## src/rtl/ram_arb_pkg.sv

```systemverilog
// Shared types and constants for the two-requester RAM arbiter.
package ram_arb_pkg;

    localparam int NUM_REQ = 2;

    // IDLE: open round-robin contest; LOCKn: requester n holds the RAM port.
    typedef enum logic [1:0] {
        IDLE  = 2'd0,
        LOCK0 = 2'd1,
        LOCK1 = 2'd2
    } arb_state_t;

    // Locked state belonging to a given requester index.
    function automatic arb_state_t lock_state(input logic sel);
        return sel ? LOCK1 : LOCK0;
    endfunction

endpackage

```

## src/rtl/ram_arb_rr_pick.sv

```systemverilog
// Two-way round-robin pick: a lone requester wins; on a tie the requester
// that was not served last wins.
module rr_pick
    import ram_arb_pkg::*;
(
    input  logic [NUM_REQ-1:0] i_req,
    input  logic               i_last,
    output logic [NUM_REQ-1:0] o_gnt
);

    // Tie goes to the opposite of the last winner.
    always_comb begin
        o_gnt = 2'b00;
        case (i_req)
            2'b01:   o_gnt = 2'b01;
            2'b10:   o_gnt = 2'b10;
            2'b11:   o_gnt = i_last ? 2'b01 : 2'b10;
            default: o_gnt = 2'b00;
        endcase
    end

endmodule

```

## src/rtl/ram_arb.sv

```systemverilog
// Round-robin arbiter sharing one synchronous RAM port (1-cycle read latency)
// between the UART loader (req 0) and the CPU data path (req 1), with locked
// bursts capped at MAX_BURST beats.
//
// state | meaning
// IDLE  | no owner; grant by round-robin pick
// LOCK0 | requester 0 holds the port for a locked burst
// LOCK1 | requester 1 holds the port for a locked burst
module ram_arb
    import ram_arb_pkg::*;
#(
    parameter int XLEN      = 32,
    parameter int MAX_BURST = 8
) (
    input  logic                           clk_i,
    input  logic                           rst_i,
    input  logic [NUM_REQ-1:0]             req_i,
    input  logic [NUM_REQ-1:0]             we_i,
    input  logic [NUM_REQ-1:0][XLEN-1:0]   addr_i,
    input  logic [NUM_REQ-1:0][XLEN-1:0]   wr_data_i,
    input  logic [NUM_REQ-1:0][3:0]        byte_en_i,
    input  logic [NUM_REQ-1:0]             lock_i,
    output logic [NUM_REQ-1:0]             gnt_o,
    output logic [XLEN-1:0]                rd_data_o,
    output logic [NUM_REQ-1:0]             rd_vld_o,
    output logic                           mem_en_o,
    output logic                           mem_we_o,
    output logic [XLEN-1:0]                mem_addr_o,
    output logic [XLEN-1:0]                mem_wr_data_o,
    output logic [3:0]                     mem_byte_en_o,
    input  logic [XLEN-1:0]                mem_rd_data_i,
    output logic                           owner_o,
    output logic                           busy_o
);

    localparam int            CW    = $clog2(MAX_BURST + 1);
    localparam logic [CW-1:0] C_MAX = CW'(MAX_BURST);

    arb_state_t          r_state;
    arb_state_t          w_state_nxt;
    logic                r_last;
    logic                r_owner;
    logic [CW-1:0]       r_beat_cnt;
    logic [CW-1:0]       w_beat_nxt;
    logic [CW-1:0]       w_beat_inc;
    logic [NUM_REQ-1:0]  r_rd_vld;
    logic [NUM_REQ-1:0]  w_pick;
    logic [NUM_REQ-1:0]  w_gnt;
    logic [NUM_REQ-1:0]  w_xfer;
    logic                w_xfer_any;
    logic                w_sel;

    rr_pick u_rr_pick (
        .i_req  (req_i),
        .i_last (r_last),
        .o_gnt  (w_pick)
    );

    // Grant: round-robin in IDLE, owner-only while locked, nothing in reset.
    always_comb begin
        w_gnt = 2'b00;
        if (!rst_i) begin
            case (r_state)
                IDLE:    w_gnt = w_pick;
                LOCK0:   w_gnt = {1'b0, req_i[0]};
                LOCK1:   w_gnt = {req_i[1], 1'b0};
                default: w_gnt = 2'b00;
            endcase
        end
    end

    assign w_xfer     = req_i & w_gnt;
    assign w_xfer_any = |w_xfer;
    assign w_sel      = w_gnt[1];
    assign w_beat_inc = r_beat_cnt + CW'(1);

    // Next state and beat count; a beat that reaches the cap always releases.
    always_comb begin
        w_state_nxt = r_state;
        w_beat_nxt  = r_beat_cnt;
        if (r_state != IDLE && !req_i[r_state == LOCK1]) begin
            w_state_nxt = IDLE;
            w_beat_nxt  = '0;
        end else if (w_xfer_any) begin
            if (lock_i[w_sel] && (w_beat_inc < C_MAX)) begin
                w_state_nxt = lock_state(w_sel);
                w_beat_nxt  = w_beat_inc;
            end else begin
                w_state_nxt = IDLE;
                w_beat_nxt  = '0;
            end
        end
    end

    // State, round-robin pointer, owner and read-return pipeline.
    always_ff @(posedge clk_i) begin
        if (rst_i) begin
            r_state    <= IDLE;
            r_last     <= 1'b1;
            r_owner    <= 1'b0;
            r_beat_cnt <= '0;
            r_rd_vld   <= '0;
        end else begin
            r_state    <= w_state_nxt;
            r_beat_cnt <= w_beat_nxt;
            r_rd_vld   <= w_xfer & ~we_i;
            if (w_xfer_any) begin
                r_last  <= w_sel;
                r_owner <= w_sel;
            end
        end
    end

    assign gnt_o         = w_gnt;
    assign mem_en_o      = w_xfer_any;
    assign mem_we_o      = w_xfer_any & we_i[w_sel];
    assign mem_addr_o    = addr_i[w_sel];
    assign mem_wr_data_o = wr_data_i[w_sel];
    assign mem_byte_en_o = (w_xfer_any && we_i[w_sel]) ? byte_en_i[w_sel] : 4'b0000;
    assign rd_data_o     = mem_rd_data_i;
    assign rd_vld_o      = r_rd_vld;
    assign owner_o       = r_owner;
    assign busy_o        = (r_state != IDLE);

endmodule

```

## config.mk

```make
export PLATFORM = sky130hd
export DESIGN_NAME = ram_arb
export DESIGN_NICKNAME = d
export VERILOG_FILES = /design/src/rtl/ram_arb_pkg.sv /design/src/rtl/ram_arb_rr_pick.sv /design/src/rtl/ram_arb.sv
export SDC_FILE = /design/constraint.sdc
export NUM_CORES = 1
export LEC_CHECK = 0
export CAP_MARGIN = 20
export CORE_AREA = 2 2 110 112
export DETAILED_ROUTE_END_ITERATION = 6
export DIE_AREA = 0 0 112 114
export GPL_ROUTABILITY_DRIVEN = 1
export GPL_TIMING_DRIVEN = 0
export SLEW_MARGIN = 20
export SYNTH_ARGS = -nofsm -noshare
export SYNTH_HDL_FRONTEND = slang
export SYNTH_SLANG_ARGS = --single-unit
export TNS_END_PERCENT = 1
```

## constraint.sdc

```tcl
create_clock -name clk_i -period 2.2 [get_ports clk_i]
set_input_delay 0.22 -clock clk_i [delete_from_list [all_inputs] [get_ports clk_i]]
set_output_delay 0.22 -clock clk_i [all_outputs]
set_load 0.05 [all_outputs]
```

# Word level (Yosys, flattened, before mapping)
# Cells that the tools add are included.
# W data, S select, Z words.
word_totals:
  ff_bits: 10
  latchBits: 0
  mem_bits_rw: 0
  romBits: 0
  input_bits: 176
  wordCells: 46
  memories: 0
op_classes:
  addsub: 1
  mul: 0
  n_div: 0
  order_cmp: 3
  eq_ne: 5
  shifts: 0
  muxes: 20
  n_bitwise: 4
  reduce_logical: 8
ops:
  columns: ["op", "count"]
  rows:
  - ["$mux W32", 4]
  - ["$mux W4", 4]
  - ["$pmux W2 S3", 2]
  - ["$mux W2", 4]
  - ["$eq A2 B2 Y1 const B", 3]
  - ["$mux W1", 6]
  - ["$add A4 B1 Y4 const B", 1]
  - ["$and A2 B2 Y2", 2]
  - ["$eq A2 B1 Y1 const B", 2]
  - ["$lt A1 B2 Y1 const B", 2]
  - ["$lt A4 B4 Y1 const B", 1]
  - ["$reduce_or A2 Y1", 2]
  - ["$logic_and A1 B1 Y1", 3]
  - ["$logic_not A2 Y1", 1]
  - ["$not A2 Y2", 1]
  - ["$reduce_bool A2 Y1", 1]
  - ["$and A1 B1 Y1", 1]
  - ["$logic_not A1 Y1", 1]

# Logic depth before layout (Yosys ltp)
# Gate-level depths: netlist (run 1).
depth:
  depth_word: 8
  mapped_depth: 7

# Modules after synthesis
# Synthesis (run 1) repeated with hierarchy kept, for this count alone.
unflattened:
  hier_cells: 319
  area_unflattened_um2: 1685.4
modules_own_cells:
  columns: ["module", "n_inst", "cells_each", "area_per_inst_um2"]
  rows:
  - ["ram_arb", 1, 316, 1666.6]
  - ["rr_pick", 1, 3, 18.8]

# Least setup slack after synthesis (run 1)
# No wires, ideal clock.
synth_timing:
  path_kind: "register to output"
  start: "register r_state[0]"
  end: "output port mem_byte_en_o[0]"
  t_arrival_ps: 2094
  required_time_ps: 1980
  slack_ps: -114
  stages_incl_launch_ff: 5
  path_cell_list: "dfxtp_1 -> nand2b_1 -> a21oi_4 -> o21ai_1 -> a21oi_1"
synth_via:
  elab_chain_cells: 7
  word_cells_on_any_way: 13
  cone_classes: "2 x eq/ne; 7 x mux; 1 x bitwise; 3 x reduce/logical"
synth_lines:
  columns: ["element", "line_no", "rtl"]
  rows:
  - ["start, declared", "ram_arb.sv:39", "arb_state_t r_state;"]
  - ["start signal, assigned", "ram_arb.sv:104", "r_state <= w_state_nxt;"]
  - ["$eq A2 B2 Y1 (tied with other cells)", "ram_arb.sv:63", "case (r_state)"]
  - ["$pmux W2 S3 (*)", "ram_arb.sv:63", null]
  - ["$mux W2 (*)", "ram_arb.sv:62", "if (!rst_i) begin"]
  - ["$and A2 B2 Y2 (*)", "ram_arb.sv:72", "assign w_xfer = req_i & w_gnt;"]
  - ["$reduce_or A2 Y1 (*)", "ram_arb.sv:73", "assign w_xfer_any = |w_xfer;"]
  - ["net mem_en_o", "ram_arb.sv:26", "output logic mem_en_o,"]
  - ["$logic_and A1 B1 Y1 (*)", "ram_arb.sv:119", "assign mem_byte_en_o = (w_xfer_any && we_i[w_sel]) ? byte_en_i[w_sel] : 4'b0000;"]
  - ["$mux W4 (*)", "ram_arb.sv:119", null]
  - ["end, declared", "ram_arb.sv:30", "output logic [3:0] mem_byte_en_o,"]
# Mark *: on every way through the listed nets, which the timed path passes. The rest lies on a longest branch. The select of a mux whose other input is x is not followed.

# Worst setup path in the final report (run 1)
layout_timing:
  start: "register r_state[1]"
  end: "output port mem_byte_en_o[3]"
layout_via:
  elab_chain_cells: 7
  word_cells_on_any_way: 13
  cone_classes: "2 x eq/ne; 7 x mux; 1 x bitwise; 3 x reduce/logical"
layout_lines:
  columns: ["element", "line_no"]
  rows:
  - ["$eq A2 B2 Y1 (tied with other cells)", "ram_arb.sv:63"]
  - ["$pmux W2 S3 (*)", "ram_arb.sv:63"]
  - ["$mux W2 (*)", "ram_arb.sv:62"]
  - ["$and A2 B2 Y2 or $mux W1 (tied branches)", "ram_arb.sv:72, ram_arb.sv:119"]
  - ["$reduce_or A2 Y1 or $mux W1 (tied branches)", "ram_arb.sv:73, ram_arb.sv:119"]
  - ["$logic_and A1 B1 Y1", "ram_arb.sv:119"]
  - ["$mux W4 (*)", "ram_arb.sv:119"]
# Mark *: on every way between the ends. The rest lies on a longest branch, timed or not. The select of a mux whose other input is x is not followed.

==> results.py, run 1 <==
metrics = {
    "drt": {
        "drt-wirelength-per-cell_um": 12.8,
        "drc_errors": 0,
        "viasPerCell": 3.86,
        "detailedRoute.firstIterationViolations": 81,
        "detailroute.via_count": 2744,
        "antenna_left": 0,
        "routed_wl_mm": 9.07,
        "drt_pre_antenna_iters": 6,
    },
    "synthesis": {
        "postSynthAreaPerCell_um2": 5.33,
        "proportion_of_synthesized_chip_area_in_sequential_cells": 0.122,
        "synth_top_cell_area_share": 0.460,
        "syn_area_um2": 1640,
        "number_of_standard_cells_after_synthesis": 308,
        "synthArstFlopShare": 0,
        "synthMostInstantiatedCell": "nand2_1",
        "yosysUniqueCellTypes": 32,
        "synthesis.yosys.warnings": 0,
        "synth_edf_count": 0,
        "synthTopCellsByCount": "nand2_1, buf_4, dfxtp_1, a21oi_1, nand2b_1",
        "postSynthNetCount": 485,
        "synthTopCellsByArea": "nand2_1, buf_4, dfxtp_1",
        "synth_largest_area_cell": "nand2_1",
        "top_reg_cell_synth": "dfxtp_1",
        "synth.ff_latch_count": 10,
    },
    "sta": {
        "max_clock_freq_mhz": 492,
        "worst-slew-pin-transition_ns": 0.684,
        "fin_crit_ns": 2.03,
        "maxSlewHeadroom": 0.539,
        "setup_repair_after_global_routing_missed_its_margin": "no",
        "fin_skew_ns": 0.00416,
        "timing.final.hold_violations": 0,
        "timing_max_transition_violations_final": 0,
        "final_min_period_over_clock_period": 0.923,
        "timing.final.setup_violations": 0,
    },
    "power": {
        "totalPowerFinal_w": 0.00178,
        "leakage_nw": 2.09,
        "pwr_density_cell_nw_per_um2": 428,
        "ir_worst_vdd_mv": 0.297,
    },
    "setup_path": {
        "r2r.worst_path.cells": 5,
        "critical_path.max_fanout": 10,
        "r2r_slack_ns": 0.73,
        "slowest_stage_delay_on_critical_path_ns": 0.39,
        "path_buf_inv": 3,
        "critPathCaptureType": "output pin",
        "critPathTopFamily": "buffers and inverters",
        "worstPathCellList": "nand3b_1 -> nand2_4 -> inv_8 -> buf_6 -> nand2_1 -> a21oi_1 -> buf_2",
        "worst_r2r_endpoint": "r_beat_cnt[2]",
        "setup.worst_path.start_class": "register",
        "r2r-start": "r_state[1]",
        "worst_ep_arrival_time_ns": 1.81,
        "crit_type": "register to output pin",
        "cp_data_required_time_ns": 1.98,
        "cp_slowest_cell": "dfxtp_1",
    },
    "global_route": {
        "grt_max_degree": 11,
        "track_usage": 0.125,
        "grt_pass1_wl_mm": 13.0,
        "first_global_vias": 2577,
        "grt_antenna_before_repair": 0,
        "global_route.overflow_total": 0,
    },
    "clock_tree": {
        "ctsRootBufferMaster": "clkbuf_16",
        "cts.path.max_buffers": 2,
        "clock_tree_from_tritoncts": "done",
        "num_clock_sinks": 10,
        "clk_pin_slew_ns": 0.04,
        "cts_buffers": 3,
        "clock_latency_ns": 0.23,
        "cts-htree-levels": 1,
    },
    "worst_hold_path": {
        "timing.hold.worst.class": "input pin to register",
        "holdPathStages": 2,
        "min_delay_worst_endpoint": "owner_o",
        "worst_hold_startpoint": "rst_i",
    },
    "final_layout": {
        "layout-drive-gt1-share": 0.236,
        "area_growth_pct": 153,
        "antenna-diode-count": 0,
        "nNetsFinal": 742,
        "final_core_util": 0.355,
    },
    "job": {
        "cap_viol_max_count": 0,
    },
    "floorplan": {
        "rows": 40,
        "floorplan.die.width_um": 112,
        "initial_utilization": 0.140,
        "chipHeight_um": 114,
        "ios": 284,
        "die_area_um2": 12800,
        "core-area_um2": 11700,
    },
    "placed_design": {
        "gp_congestion": 0.792,
        "place.port_buffers": 250,
        "hpwl_mm": 7.70,
    },
    "run_status": {
        "run_status": "finished, final reports clean",
    },
}
-- power by group --
group          switching, W  internal [W]  leakage [nW]
sequential       0.00000678      0.000191        0.0816
clock             0.0000790      0.000235        0.0370
combinational      0.000775      0.000492          1.97
-- worst register-to-register path, cell delays in order, from the launching register on --
cell and delay [ns]:
dfxtp_1 0.34, nand3b_1 0.31, buf_4 0.21, a21boi_1 0.15, o21ai_2 0.14, a211oi_2 0.23
-- area by class of cell --
| class | instances | area [um^2] |
|---|---|---|
| Fill cell | 1300 | 7560 |
| Timing Repair Buffer | 252 | 2210 |
| Multi-Input combinational cell | 247 | 1090 |
| Buffer | 47 | 365 |
| Sequential cell | 10 | 200 |
| Tap cell | 147 | 184 |
| Clock buffer | 3 | 75.1 |
| Inverter | 4 | 22.5 |
-- cells in the final DEF, fill, tap and decap left out, types with 4 or more instances in the layout --
cell type / n
a21oi_1: 8
buf_2: 54
buf_4: 53
buf_6: 4
clkbuf_4: 6
clkdlybuf4s50_1: 176
dfxtp_1: 10
nand2_1: 201
nand2b_1: 6
nor2_1: 4
-- flip-flops by register name, summed over array words and instances, names as in the netlist --
register / flops
owner_o: 1
r_beat_cnt: 4
r_last: 1
r_state: 2
rd_vld_o: 2
-- metrics by stage --
stage	TNS [ns]	hold slack, ns	instance area [um^2]	std cells	worst slack, ns
2_1_floorplan	-0.455	0.292	1640	308	-0.114
3_3_place_gp	-47.92	0.456	4330	705	-0.888
3_5_place_dp	-50.08	0.465	4330	705	-0.929
4_1_cts	-0.107	0.223	4140	709	-0.107
5_1_grt	0	0.234	4150	710	0.0461
6_report	0	0.226	4150	710	0.169
-- routing by layer --
layer  share of wire  vias up  GRT usage
met5               0        -          0
met4          0.0067        0     0.0220
met3           0.078        6     0.0186
met2            0.51      138      0.232
met1            0.41     1175      0.155
li1                -     1425          -
-- worst max-delay path by stage --
| stage | start | endpoint | slack (ns) | cells after the start |
|---|---|---|---|---|
| finish | r_state[1] | mem_byte_en_o[3] | 0.17 | 7 |
| global route | r_state[1] | mem_wr_data_o[19] | 0.05 | 7 |
| CTS | req_i[1] | mem_we_o | -0.11 | 7 |
| detailed placement | req_i[0] | mem_wr_data_o[22] | -0.93 | 7 |
| global placement | req_i[0] | mem_wr_data_o[22] | -0.89 | 7 |
| floorplan | r_state[0] | mem_byte_en_o[0] | -0.11 | 4 |
-- cells by family after synthesis --
family,synth area share
xor gates and xnor gates,0.0160
buffers and inverters,0.217
AOI/OAI and AO/OA,0.0923
and+or+nand+nor,0.539
DFF,0.122
muxes,0.00610
adders and majority gates,0.00763
-- timing repair --
| item | 4_1_cts | 5_1_grt |
|---|---|---|
| hold buffers | 0 | 0 |
| setup endpoints to repair | 72 | 68 |
| resized for setup | 369 | 16 |
| setup buffers | 1 | 1 |
| pin swaps | 2 | 2 |
Power figures use the tool's default switching activity.
==> run 2, diff against run 1 <==
--- a/config.mk
+++ b/config.mk
@@ -11,6 +11,7 @@
 export DIE_AREA = 0 0 112 114
 export GPL_ROUTABILITY_DRIVEN = 1
 export GPL_TIMING_DRIVEN = 0
+export PLACE_DENSITY = 0.61
 export SLEW_MARGIN = 20
 export SYNTH_ARGS = -nofsm -noshare
 export SYNTH_HDL_FRONTEND = slang
==> run 2 against run 1 <==
  * Routed wire length shrank 1.8%
  * Non-clock buffer count is the same
  * Worst hold slack got worse by 0.017 ns
  * Combinational power barely moved
  * Maximum frequency fell by 2.9%
  * Via count is 0.18% higher
  * Count of clock-buffer cells in the layout increased by 1
  * First-iteration DRC count grew 19%
  * Design area up 0.93%
  * Register-to-register slack better by 0.02 ns
==> results.py, run 2 (synthesis results as in run 1) <==
metrics = {
    "clock_tree": {
        "cts-htree-levels": 1,
        "cts_buffers": 3,
        "num_clock_sinks": 10,
        "clock_tree_from_tritoncts": "done",
        "clk_pin_slew_ns": 0.04,
        "ctsRootBufferMaster": "clkbuf_16",
        "cts.path.max_buffers": 2,
        "clock_latency_ns": 0.24,
    },
    "drt": {
        "drc_errors": 0,
        "detailedRoute.firstIterationViolations": 96,
        "antenna_left": 0,
        "drt_pre_antenna_iters": 4,
        "viasPerCell": 3.87,
        "drt-wirelength-per-cell_um": 12.5,
        "detailroute.via_count": 2749,
        "routed_wl_mm": 8.90,
    },
    "final_layout": {
        "largest-register": "r_beat_cnt",
        "nNetsFinal": 742,
        "leading_cell_type_in_the_layout_fill_and_taps_excluded": "nand2_1",
        "largest_register_ff_count": 4,
        "seq_area_um2": 200,
        "layout-drive-gt1-share": 0.238,
        "num-fill-cells": 1260,
        "post-route-cell-area_um2": 4190,
        "combined_area_of_the_multi_input_logic_cells_um2": 1090,
        "area_growth_pct": 156,
        "antenna-diode-count": 0,
        "fin_cells": 711,
        "final_core_util": 0.358,
        "mostFrequentLayoutCells": "nand2_1, clkdlybuf4s50_1, buf_4",
    },
    "sta": {
        "fin_skew_ns": 0.00449,
        "timing_max_transition_violations_final": 0,
        "max_clock_freq_mhz": 478,
        "timing.final.ws_setup_ns": 0.109,
        "timing.final.hold_violations": 0,
        "worst-slew-pin-transition_ns": 0.670,
        "fin_crit_ns": 2.09,
        "timing.final.setup_violations": 0,
        "final_min_period_over_clock_period": 0.951,
        "maxSlewHeadroom": 0.548,
    },
    "setup_path": {
        "cp_slowest_cell": "clkdlybuf4s50_1",
        "setup.worst_path.start_class": "input pin",
        "r2r_slack_ns": 0.75,
        "worst_setup_path_startpoint": "req_i[0]",
        "worst_r2r_endpoint": "r_beat_cnt[1]",
        "slowest_stage_delay_on_critical_path_ns": 0.54,
        "r2r.worst_path.cells": 5,
        "critPathCaptureType": "output pin",
        "worst_ep_arrival_time_ns": 1.87,
        "r2r-start": "r_state[1]",
        "worstPathCellList": "clkdlybuf4s50_1 -> nand3b_1 -> buf_4 -> and3_1 -> o21ai_2 -> inv_1 -> clkbuf_2",
        "critical_path.max_fanout": 5,
        "crit_type": "input pin to output pin",
        "cp_data_required_time_ns": 1.98,
    },
    "worst_hold_path": {
        "worst_hold_startpoint": "rst_i",
        "timing.hold.worst.class": "input pin to register",
        "holdPathStages": 2,
        "min_delay_worst_endpoint": "owner_o",
    },
    "power": {
        "leakage_nw": 2.09,
        "totalPowerFinal_w": 0.00185,
        "pwr_density_cell_nw_per_um2": 441,
        "ir_worst_vdd_mv": 0.280,
    },
    "global_route": {
        "grt_antenna_before_repair": 0,
        "global_route.overflow_total": 0,
        "track_usage": 0.123,
        "grt_pass1_wl_mm": 13.0,
        "grt_max_degree": 11,
        "first_global_vias": 2533,
    },
    "placed_design": {
        "hpwl_mm": 7.50,
        "gp_congestion": 0.751,
        "placement.cell_area_um2": 4330,
        "place.port_buffers": 250,
        "post-place-cells": 705,
        "place_ws_ns": -0.946,
    },
    "run_status": {
        "run_status": "finished, final reports clean",
    },
    "floorplan": {
        "floorplan.die.width_um": 112,
        "core-area_um2": 11700,
        "initial_utilization": 0.140,
        "die_area_um2": 12800,
        "ios": 284,
        "rows": 40,
        "chipHeight_um": 114,
    },
    "job": {
        "cap_viol_max_count": 0,
    },
}
==> run 2: cell types whose count changed in the layout (fill, tap and decap cells not counted), moves of 2 or more <==
cell / before / now
clkdlybuf4s50_1: 176 / 178
buf_4: 53 / 75
clkbuf_4: 6 / 3
clkbuf_2: 1 / 5
buf_2: 54 / 33
dlymetal6s2s_1: 2 / 0
==> run 2: layout make-up <==
type	count	share of cell area
buffer	47	0.0845
clock buffer	4	0.0212
inverter	4	0.00418
multi-input combinational	247	0.261
sequential	10	0.0477
tap	147	0.0439
timing repair buffer	252	0.538
==> run 2: worst max-delay path: cells and delay by family <==
family	cells	cell delay [ns]
compound gates	1	0.27
buf+inv	4	1.04
simple gates	2	0.34
==> run 2: metal layers <==
metal | part of all wire | GRT usage | vias up
met2 | 0.51 | 0.229 | 133
met3 | 0.079 | 0.0218 | 4
met5 | 0 | 0 | -
met1 | 0.40 | 0.152 | 1191
li1 | - | - | 1421
met4 | 0.0051 | 0.0171 | 0
==> run 2: worst max path at each step <==
stage,end
after detailed placement,mem_wr_data_o[29]
final,mem_we_o
after floorplan,mem_byte_en_o[0]
after CTS,mem_we_o
after global routing,mem_byte_en_o[0]
after global placement,mem_wr_data_o[23]
==> run 2: repair_timing <==
item	in CTS	in global routing
gates cloned	0	0
resized for setup	391	7
hold buffers	0	0
pin swaps	0	1
buffers inserted	0	2
endpoints found under the setup margin	72	71
==> run 2: power by group <==
part           switching [W]  internal (W)  leakage [nW]
combinational       0.000777      0.000509          1.97
clock              0.0000924      0.000274        0.0442
sequential        0.00000685      0.000191        0.0816
total               0.000876      0.000973          2.09
==> run 2: through the flow <==
stage	setup TNS, ns	hold WS, ns
3_3_place_gp	-48.96	0.456
5_1_grt	-0.00469	0.217
4_1_cts	-0.140	0.206
2_1_floorplan	-0.455	0.292
3_5_place_dp	-49.49	0.460
6_report	0	0.210
